==> src/rtl/fifo_rd_drain.sv <==
// rtl/fifo_rd_drain.sv - read-side drain engine for the async FIFO
// Issues FIFO reads, buffers returned words in a small queue and streams them out.

module fifo_rd_drain #(
   parameter int WIDTH     = 8,
   parameter int BUF_DEPTH = 4,
   parameter int CNT_W     = 16
) (
   input  logic             rd_clk,
   input  logic             rst,
   input  logic             drain_en,
   input  logic             empty,
   input  logic             underflow,
   input  logic [WIDTH-1:0] rdata,
   output logic             rd_en,
   output logic             out_valid,
   output logic [WIDTH-1:0] out_data,
   input  logic             out_ready,
   output logic             busy,
   output logic             done,
   output logic [CNT_W-1:0] rd_count,
   output logic             err_underflow,
   input  logic             err_clr
);

   localparam int PW = (BUF_DEPTH > 1) ? $clog2(BUF_DEPTH) : 1;
   localparam int CW = $clog2(BUF_DEPTH + 1);

   typedef enum logic [1:0] {IDLE, RUN, DRAIN} state_t;

   state_t           state;
   logic [WIDTH-1:0] mem [BUF_DEPTH];
   logic [PW-1:0]    head;
   logic [PW-1:0]    tail;
   logic [CW-1:0]    count;
   logic             inflight;
   logic [CW:0]      occupancy;
   logic             push;
   logic             pop;

   // A read in flight already owns a queue slot, so it counts toward occupancy.
   assign occupancy = {1'b0, count} + {{CW{1'b0}}, inflight};
   assign rd_en     = (state == RUN) && !empty && (occupancy < (CW+1)'(BUF_DEPTH)) && !rst;
   assign push      = inflight && !underflow;
   assign pop       = (count != '0) && out_ready;
   assign out_valid = (count != '0);
   assign out_data  = mem[head];
   assign busy      = (state != IDLE);

   function automatic logic [PW-1:0] ptr_next(input logic [PW-1:0] p);
      return (p == PW'(BUF_DEPTH - 1)) ? '0 : p + PW'(1);
   endfunction

   always_ff @(posedge rd_clk) begin
      if (rst) begin
         state         <= IDLE;
         head          <= '0;
         tail          <= '0;
         count         <= '0;
         inflight      <= 1'b0;
         rd_count      <= '0;
         err_underflow <= 1'b0;
         done          <= 1'b0;
         for (int i = 0; i < BUF_DEPTH; i++) mem[i] <= '0;
      end else begin
         inflight <= rd_en;
         if (push) begin
            mem[tail] <= rdata;
            tail      <= ptr_next(tail);
            rd_count  <= rd_count + 1'b1;
         end
         if (pop) head <= ptr_next(head);
         if (push && !pop)      count <= count + 1'b1;
         else if (pop && !push) count <= count - 1'b1;

         // Set has priority over clear so an underflow is never missed.
         if (underflow)    err_underflow <= 1'b1;
         else if (err_clr) err_underflow <= 1'b0;

         done <= 1'b0;
         case (state)
            IDLE:    if (drain_en) state <= RUN;
            RUN:     if (!drain_en) state <= DRAIN;
            DRAIN: begin
               if (drain_en) state <= RUN;
               else if ((count == '0) && !inflight) begin
                  state <= IDLE;
                  done  <= 1'b1;
               end
            end
            default: state <= IDLE;
         endcase
      end
   end

   a_no_push_full: assert property (@(posedge rd_clk) disable iff (rst)
      !(push && (count == CW'(BUF_DEPTH))));

endmodule

==> config.mk <==
export PLATFORM = sky130hd
export DESIGN_NAME = fifo_rd_drain
export DESIGN_NICKNAME = d
export VERILOG_FILES = /design/src/rtl/fifo_rd_drain.sv
export SDC_FILE = /design/constraint.sdc
export NUM_CORES = 1
export LEC_CHECK = 0
export CAP_MARGIN = 20
export CORE_MARGIN = 2
export CORE_UTILIZATION = 30
export DETAILED_ROUTE_END_ITERATION = 10
export PLACE_DENSITY = 0.51
export SETUP_SLACK_MARGIN = 0.02
export SLEW_MARGIN = 10
export SYNTH_ARGS = -nofsm -noshare
export SYNTH_HDL_FRONTEND = slang
export SYNTH_SLANG_ARGS = --single-unit
==> constraint.sdc <==
create_clock -name rd_clk -period 2.5 [get_ports rd_clk]
set_clock_uncertainty 0.1 [all_clocks]
set_input_delay 0.5 -clock rd_clk [delete_from_list [all_inputs] [get_ports rd_clk]]
set_output_delay 0.5 -clock rd_clk [all_outputs]
set_load 0.02 [all_outputs]
# After elaboration in Yosys (flattened, before gate mapping)
# Memory sizes are Yosys's and may differ from the RTL's. A register that Yosys moved wholly into a read port is not among the register bits.
# Cells that the tools add are included.
# totals
reg_bits	28
ramBits	32
in_bits	15
word_cells	69
mem_count	1
# mem_list
memory	depth	width	read_ports	rd_ports_with_merged_regs	wr	line_no	rtl
mem	4	8	1	1	4	32	logic [WIDTH-1:0] mem [BUF_DEPTH];
# classes
addsub	6
n_lt_le_gt_ge	1
n_eq_ne	7
muxes	22
bitwise_logic	1
reduce_logical	23
# op_table
cell	count
$mux 2	9
$add 16x1->16 const B	1
$mux 1	9
$logic_and 1x1->1	8
$mux 8	1
$reduce_or 8->1	1
$eq 2x2->1 const B	3
$logic_not 1->1	6
$mux 3	2
$pmux 2 s3	1
$reduce_bool 2->1	3
$add 2x1->2 const B	2
$add 3x1->4	1
$lt 4x3->1 const B	1
$ne 2x2->1 const B	2
$add 3x1->3 const B	1
$logic_not 3->1	1
$ne 3x3->1 const B	1
$reduce_and 3->1	1
$reduce_bool 3->1	1
$reduce_or 3->1	1
$sub 3x1->3 const B	1
$eq 2x1->1 const B	1
$logic_not 2->1	1
$not 1->1	1

# Depth between registers and ports, before layout
# Gate-level depths: netlist of run 1.
# depth
depth_word	7
mapped_depth	9

# Worst setup path before layout of run 1
# Ideal clock, no wire load.
# synth_path
path_type	flip-flop to flip-flop
from	register count[0]
to	register count[2]
setup_ns	0.070
t_arrival_ns	2.143
required_ns	2.330
path_slack_ns	0.187
path_stages_with_launch	9
cell_sequence	dfxtp_1 > or3_1 > nand2_1 > ha_1 > inv_1 > fa_1 > xor2_1 > or3_1 > a21oi_1
# synth_via
elab_chain_cells	5
# synth_rtl
element	line_no	rtl
from (decl)	35	logic [CW-1:0] count;
from (signal assigned)	73	if (push && !pop) count <= count + 1'b1;
from (signal assigned)	74	else if (pop && !push) count <= count - 1'b1;
$reduce_bool 3->1 *	--	
via out_valid	16	output logic out_valid,
$logic_and 1x1->1 *	45	assign pop = (count != '0) && out_ready;
$logic_not 1->1	73	
$logic_and 1x1->1	73	
$mux 3 / $reduce_bool 2->1 (equally long branches)	--	
# The timed path passes the listed nets; every way through them passes the cells marked *. The select of a mux whose other input is x is not followed.
# A chain may end at the register's enable or synchronous reset.

# Worst setup path in the final report of run 1
# layout_path
from	input port rst
to	output port rd_en
# layout_via
elab_chain_cells	2
# layout_rtl
element	line_no	rtl
from (decl)	10	input logic rst,
$logic_not 1->1	43	assign rd_en = (state == RUN) && !empty && (occupancy < (CW+1)'(BUF_DEPTH)) && !rst;
$logic_and 1x1->1	43	
to (decl)	15	output logic rd_en,
# No other way between the ends.

==> implementation parameters, run 1 <==
Parameter                              Value

Route
  DRT iter0 DRCs    49
  Total via count in the routed design    1876
  DR pass1 iterations    4
  Remaining routing DRC violations    0
  Per-cell routed wire length    14.1 um
  Drt total wl    5750 um
  Antenna Nets Post-Route    0
  Vias per cell    4.61

Floorplan
  Die X    100 um
  Effective utilization at floorplan    30.5%
  I/O pins    44
  Die span in y    100 um
  DIE AREA    10100 um^2
  Placement row count    35
  Core area    9150 um^2

Global route
  Combined global-route utilization of all metal layers    12.4%
  Number of antenna violations at the first check in global routing    0
  Congestion Overflow GR    0
  Vias in the first global route    1863
  Global-route wire length before repair    9470 um
  Largest net degree at the start of global routing    35

Yosys
  Mapped Nets    250
  Share of flip-flops with an asynchronous set or reset after synthesis    0%
  Mean cell area of the mapped netlist    12.1 um^2
  EDFF count, synth    32
  Main area contributors after synthesis    edfxtp_1, dfxtp_1, and2_1
  Synth top area share    34.4%
  Number of warnings issued by yosys    0
  Top_reg_cell synth    edfxtp_1
  Cell taking the most area after synthesis    edfxtp_1
  Post-Synthesis Cells    230
  Area of the mapped netlist    2790 um^2
  Synth unique cells    39
  Seq/Total Area, Yosys    55.9%
  Synth cell count leaders    and2_1, edfxtp_1, dfxtp_1
  Flip-flop and latch count after synthesis    62

Placed design
  Setup WS pre-CTS    -151 ps
  Routability cong.    0.719
  # port buffers    43
  Total instance count after detailed placement    391
  Total half-perimeter wirelength after legalization and detailed placement    3890 um

STA
  Maximum clock frequency    424 MHz
  RSZ-0062 raised after global routing    false
  Smallest hold slack    372 ps
  Post-Route Setup TNS    0 ps
  Minimum clock period    2360 ps
  Hold Fails Final Rpt    0
  Final clock period utilization by the worst path    94.3%
  Worst Max-Slew Pin Slew    620 ps
  Rel. slew slack    58.5%
  Setup ws final    143 ps
  Final setup violation count    0
  Final Max Tran Viols    0

Worst setup path
  Critical Setup Path Class    in2out
  Worst Reg2Reg Path Length in Cells    8
  Worst R2R Start    count[2]
  Data arrival time at the worst-slack endpoint    1760 ps
  Worst Path Required    1900 ps
  CP endpoint kind    primary output
  Worst setup SP type    input port
  Worst-path fanout max    2
  Internal reg-to-reg setup slack    200 ps
  Worst reg2reg path endpoint    count[2]

Clock tree
  Clock-pin transition on the worst setup and hold timing paths    70 ps
  TritonCTS Buffers    9
  Clock network latency to the later pin of the worst-skew pair    330 ps
  # Post-CTS Setup Buffers    0
  Clock tree from TritonCTS    yes
  CTS H-Tree Depth    3
  Clk sink count    62
  Number of buffers on the longest clock path    2
  CTS root buf    clkbuf_8
  CTS Hold Buffers Added    0

Run status
  Status    completed

Finish
  Layout cells sized above 1    17.6%
  Number of filler cells placed in the layout    911
  Final core area utilization    39.7%
  Final std cells w/o fill    407
  Register cell area after layout    1560 um^2
  Net total in the final layout    311
  Multi-input combinational cell area    1160 um^2
  Area growth syn-to-layout    30.2%
  Count of inserted antenna diode cells    0

Power
  Static leakage    1.36 nW
  Power density of the placed cells    733 nW/um^2
  VDD IR-drop max    0.339 mV

Run
  Count of max-cap constraint violations    0

Worst hold path
  Worst Hold Path Cells    2
  Hold wc startpoint    head[1]
  Worst min-delay path category    reg2reg
## per-layer routing
| metal | track usage [%] | vias up | wire, um |
|---|---|---|---|
| met3 | 4.44 | 6 | 261 |
| met4 | 3.16 | 0 | 67 |
| li1 | - | 938 | - |
| met1 | 16.6 | 891 | 2730 |
| met5 | 0 | - | 0 |
| met2 | 19.4 | 41 | 2690 |
## placed cells by master (no fill, tap or decap), types with 3 or more instances in the layout
| cell type | count |
|---|---|
| or2_1 | 3 |
| inv_1 | 7 |
| edfxtp_1 | 32 |
| nor4_2 | 3 |
| dlygate4sd2_1 | 9 |
| nand4_1 | 6 |
| and2_1 | 32 |
| nor3_1 | 5 |
| buf_4 | 13 |
| nor2_1 | 23 |
| or3_1 | 3 |
| a21oi_1 | 10 |
| a31o_1 | 3 |
| nand3_1 | 4 |
| clkdlybuf4s50_1 | 34 |
| mux4_2 | 8 |
| xor2_1 | 5 |
| ha_1 | 4 |
| nand2b_1 | 4 |
| clkbuf_8 | 9 |
| nand2_1 | 12 |
| dfxtp_1 | 29 |
| xnor2_1 | 9 |
| inv_6 | 5 |
## power breakdown
group	leakage (nW)	internal, mW	switching [mW]	total, mW
combinational	0.685	0.294	0.286	0.580
clock	0.105	0.474	0.423	0.897
sequential	0.574	1.13	0.0551	1.19
total	1.36	1.90	0.764	2.67
## critical path, cell delays in order
cell and delay [ps]:
clkdlybuf4s50_1 440, nor4_1 230, nand2_1 110, a31oi_1 130
dlygate4sd2_1 340
## state kept, by name, summed over array words and instances (netlist names), named ones only
name	cells
state	2
mem	32
rd_count	16
inflight	1
err_underflow	1
done	1
count	3
head	2
tail	2
## layout make-up
type | count | area share [%]
inverter | 8 | 0.964
clock inverter | 7 | 2.17
tap | 111 | 3.82
multi-input combinational | 153 | 31.9
clock buffer | 9 | 3.41
sequential | 62 | 43.0
timing repair buffer | 57 | 14.8
## cells by family (layout without fill, tap and decap cells)
kind of cell | Yosys count | after routing | synth area share, %
adders and majority gates | 5 | 5 | 2.51
muxes | 10 | 10 | 7.22
and+or+nand+nor | 106 | 106 | 23.4
xor gates and xnor gates | 14 | 14 | 4.39
DFF | 62 | 62 | 55.9
buffers and inverters | 15 | 81 | 2.55
AOI/OAI and AO/OA | 18 | 18 | 3.94
## through the flow
stage / cell area [um^2] / total power [mW]
after floorplan: 2790 / 1.57
after detailed placement: 3440 / 1.83
after global placement: 3440 / 1.82
after CTS: 3630 / 2.71
after global routing: 3630 / 2.81
final: 3630 / 2.67
## worst max-delay path by stage
stage / start / endpoint / cells past startpoint
floorplan: count[0] / count[2] / 8
global placement: rst / rd_en / 5
detailed placement: rst / rd_en / 5
CTS: rst / rd_en / 5
global route: count[2] / count[2] / 8
finish: rst / rd_en / 5
## timing repair
| item | in CTS | in global routing |
|---|---|---|
| hold endpoints to repair | 0 | 0 |
| resized for setup | 10 | 0 |
| setup endpoints to repair | 9 | 0 |
Power figures use the tool's default switching activity.
==> run 2, diff against run 1 <==
SETUP_SLACK_MARGIN = 0.15   (was 0.02)
==> run 2 against run 1 <==
- register-to-register slack gained 40 ps
- power grew 0.26%
- sequential cell count is the same
- sequential share of layout area is essentially flat
- critical endpoint is now out_data[2]
- largest power group unchanged
==> implementation parameters, run 2 (synthesized netlist as in run 1, its figures left out) <==
Parameter                              Value

Run
  Count of max-cap constraint violations    0

Finish
  Layout cells sized above 1    18.2%
  Net total in the final layout    311
  Commonest non-fill, non-tap cells in the layout    clkdlybuf4s50_1, and2_1, edfxtp_1
  Area growth syn-to-layout    30.3%
  Registers with the highest flip-flop counts    mem (32), rd_count (16), count (3)
  Count of inserted antenna diode cells    0
  Most common cell after layout, fill and taps aside    clkdlybuf4s50_1
  Final core area utilization    39.7%
  Register name with the most flops    mem
  Number of flip-flops in the largest register    32
  Final std cells w/o fill    407

Floorplan
  DIE AREA    10100 um^2
  Die span in y    100 um
  Die X    100 um
  Core area    9150 um^2
  I/O pins    44
  Placement row count    35
  Effective utilization at floorplan    30.5%

Clock tree
  Clock-pin transition on the worst setup and hold timing paths    70 ps
  TritonCTS Buffers    9
  Clock network latency to the later pin of the worst-skew pair    330 ps
  Clock tree from TritonCTS    yes
  CTS H-Tree Depth    3
  Clk sink count    62
  # Post-CTS Setup Buffers    0
  Number of buffers on the longest clock path    2
  CTS root buf    clkbuf_8

Power
  Clock Power Share    33.6%
  Power density of the placed cells    735 nW/um^2
  Switching part of the total    28.7%
  VDD IR-drop max    0.339 mV
  Sequential fraction of design power    44.5%
  Static leakage    1.36 nW
  Fraction of power consumed by combinational cells    22.0%
  Cell internal pwr    1.91 mW
  Overall power    2.67 mW
  NetSw    0.768 mW

Global route
  Global-route wire length before repair    9470 um
  Vias in the first global route    1863
  Congestion Overflow GR    0
  Number of antenna violations at the first check in global routing    0
  Combined global-route utilization of all metal layers    12.4%
  Largest net degree at the start of global routing    35

Worst hold path
  Worst min-delay path category    reg2reg
  Worst Hold Path Cells    2

Worst setup path
  Crit path max-delay cell type    mux4_2
  Data arrival time at the worst-slack endpoint    1680 ps
  Worst reg2reg path endpoint    count[2]
  Count of cell instances traversed by the critical path    3
  Critical Setup Path Class    reg2out
  Internal reg-to-reg setup slack    240 ps
  Worst R2R Start    count[2]
  Worst Reg2Reg Path Length in Cells    8
  CP endpoint kind    primary output
  Largest delay share family, worst path    multiplexers
  Worst-path fanout max    8
  Worst Path Required    1900 ps
  Worst setup SP type    flip-flop
  Number of buffer and inverter instances along the worst setup path    2
  Cells along the critical path    buf_12 > mux4_2 > dlygate4sd2_1
  Worst stage delay on the critical path    500 ps
  Critical path endpoint    out_data[2]

Route
  Antenna Nets Post-Route    0
  DRT iter0 DRCs    49
  Vias per cell    4.62
  Drt total wl    5760 um
  DR pass1 iterations    4
  Per-cell routed wire length    14.1 um
  Total via count in the routed design    1881
  Remaining routing DRC violations    0

STA
  Final Max Tran Viols    0
  Maximum clock frequency    438 MHz
  Final clock period utilization by the worst path    91.2%
  Hold Fails Final Rpt    0
  Final setup violation count    0
  Minimum clock period    2280 ps
  Rel. slew slack    58.5%
  RSZ-0062 raised after global routing    true
  Post-Route Setup TNS    0 ps
  Worst Max-Slew Pin Slew    620 ps

Placed design
  Total instance count after detailed placement    391
  Total half-perimeter wirelength after legalization and detailed placement    3890 um
  Routability cong.    0.719
  # port buffers    43

Run status
  Status    completed
[run 2: cell types whose count changed in the layout (fill, tap and decap cells not counted)]
cell,delta
clkbuf_2,+1
nand2_1,-1
clkdlybuf4s15_1,+2
dlygate4sd2_1,-3
nand2_2,+1
[run 2: stage by stage]
step | hold WS [ps] | instance area, um^2 | worst slack, ps
2_1_floorplan | 354 | 2790 | 187
3_3_place_gp | 370 | 3440 | -126
3_5_place_dp | 382 | 3440 | -151
4_1_cts | 382 | 3630 | 124
5_1_grt | 406 | 3640 | 119
6_report | 371 | 3640 | 219
[run 2: layout make-up]
class,count,area (um^2)
fillers,913,5520
flip-flops and latches,62,1560
multi-input cells,153,1160
repair buffers,57,536
well taps,111,139
clock buffers,9,124
clock inverters,7,78.8
inverters,8,35.0
[run 2: repair_timing]
action                                  4_1_cts  5_1_grt
resized for setup                            10        6
hold buffers                                  0        0
pin swaps                                     0        0
endpoints found under the setup margin        9        4
[run 2: power groups by stage]
| stage | logic, mW | clock network [mW] | registers (mW) |
|---|---|---|---|
| floorplan | 0.371 | 0 | 1.20 |
| global placement | 0.611 | 0 | 1.21 |
| detailed placement | 0.618 | 0 | 1.21 |
| CTS | 0.590 | 0.928 | 1.19 |
| global route | 0.650 | 0.970 | 1.20 |
| finish | 0.587 | 0.897 | 1.19 |
[run 2: worst min-delay path by stage]
stage,from,endpoint,slack [ps]
after floorplan,head[1],flip-flop,350
after global placement,err_underflow,err_underflow,370
after detailed placement,head[1],head[1],380
after CTS,head[1],flip-flop,380
after global routing,head[1],flip-flop,410
final,head[1],flip-flop,370
[run 2: layer usage]
layer | global-route usage (%) | part of all wire, %
met1 | 16.6 | 48
met2 | 19.4 | 47
met3 | 4.44 | 4.5
met4 | 3.16 | 1.2
met5 | 0 | 0
[run 2: worst register-to-register path: stages, from the launching register on]
cell and delay (ps):
dfxtp_1 340, or3_1 440, nand2_2 130, ha_1 170, inv_1 50, fa_1 370, xor2_1 160, or3_1 310
a21oi_1 140
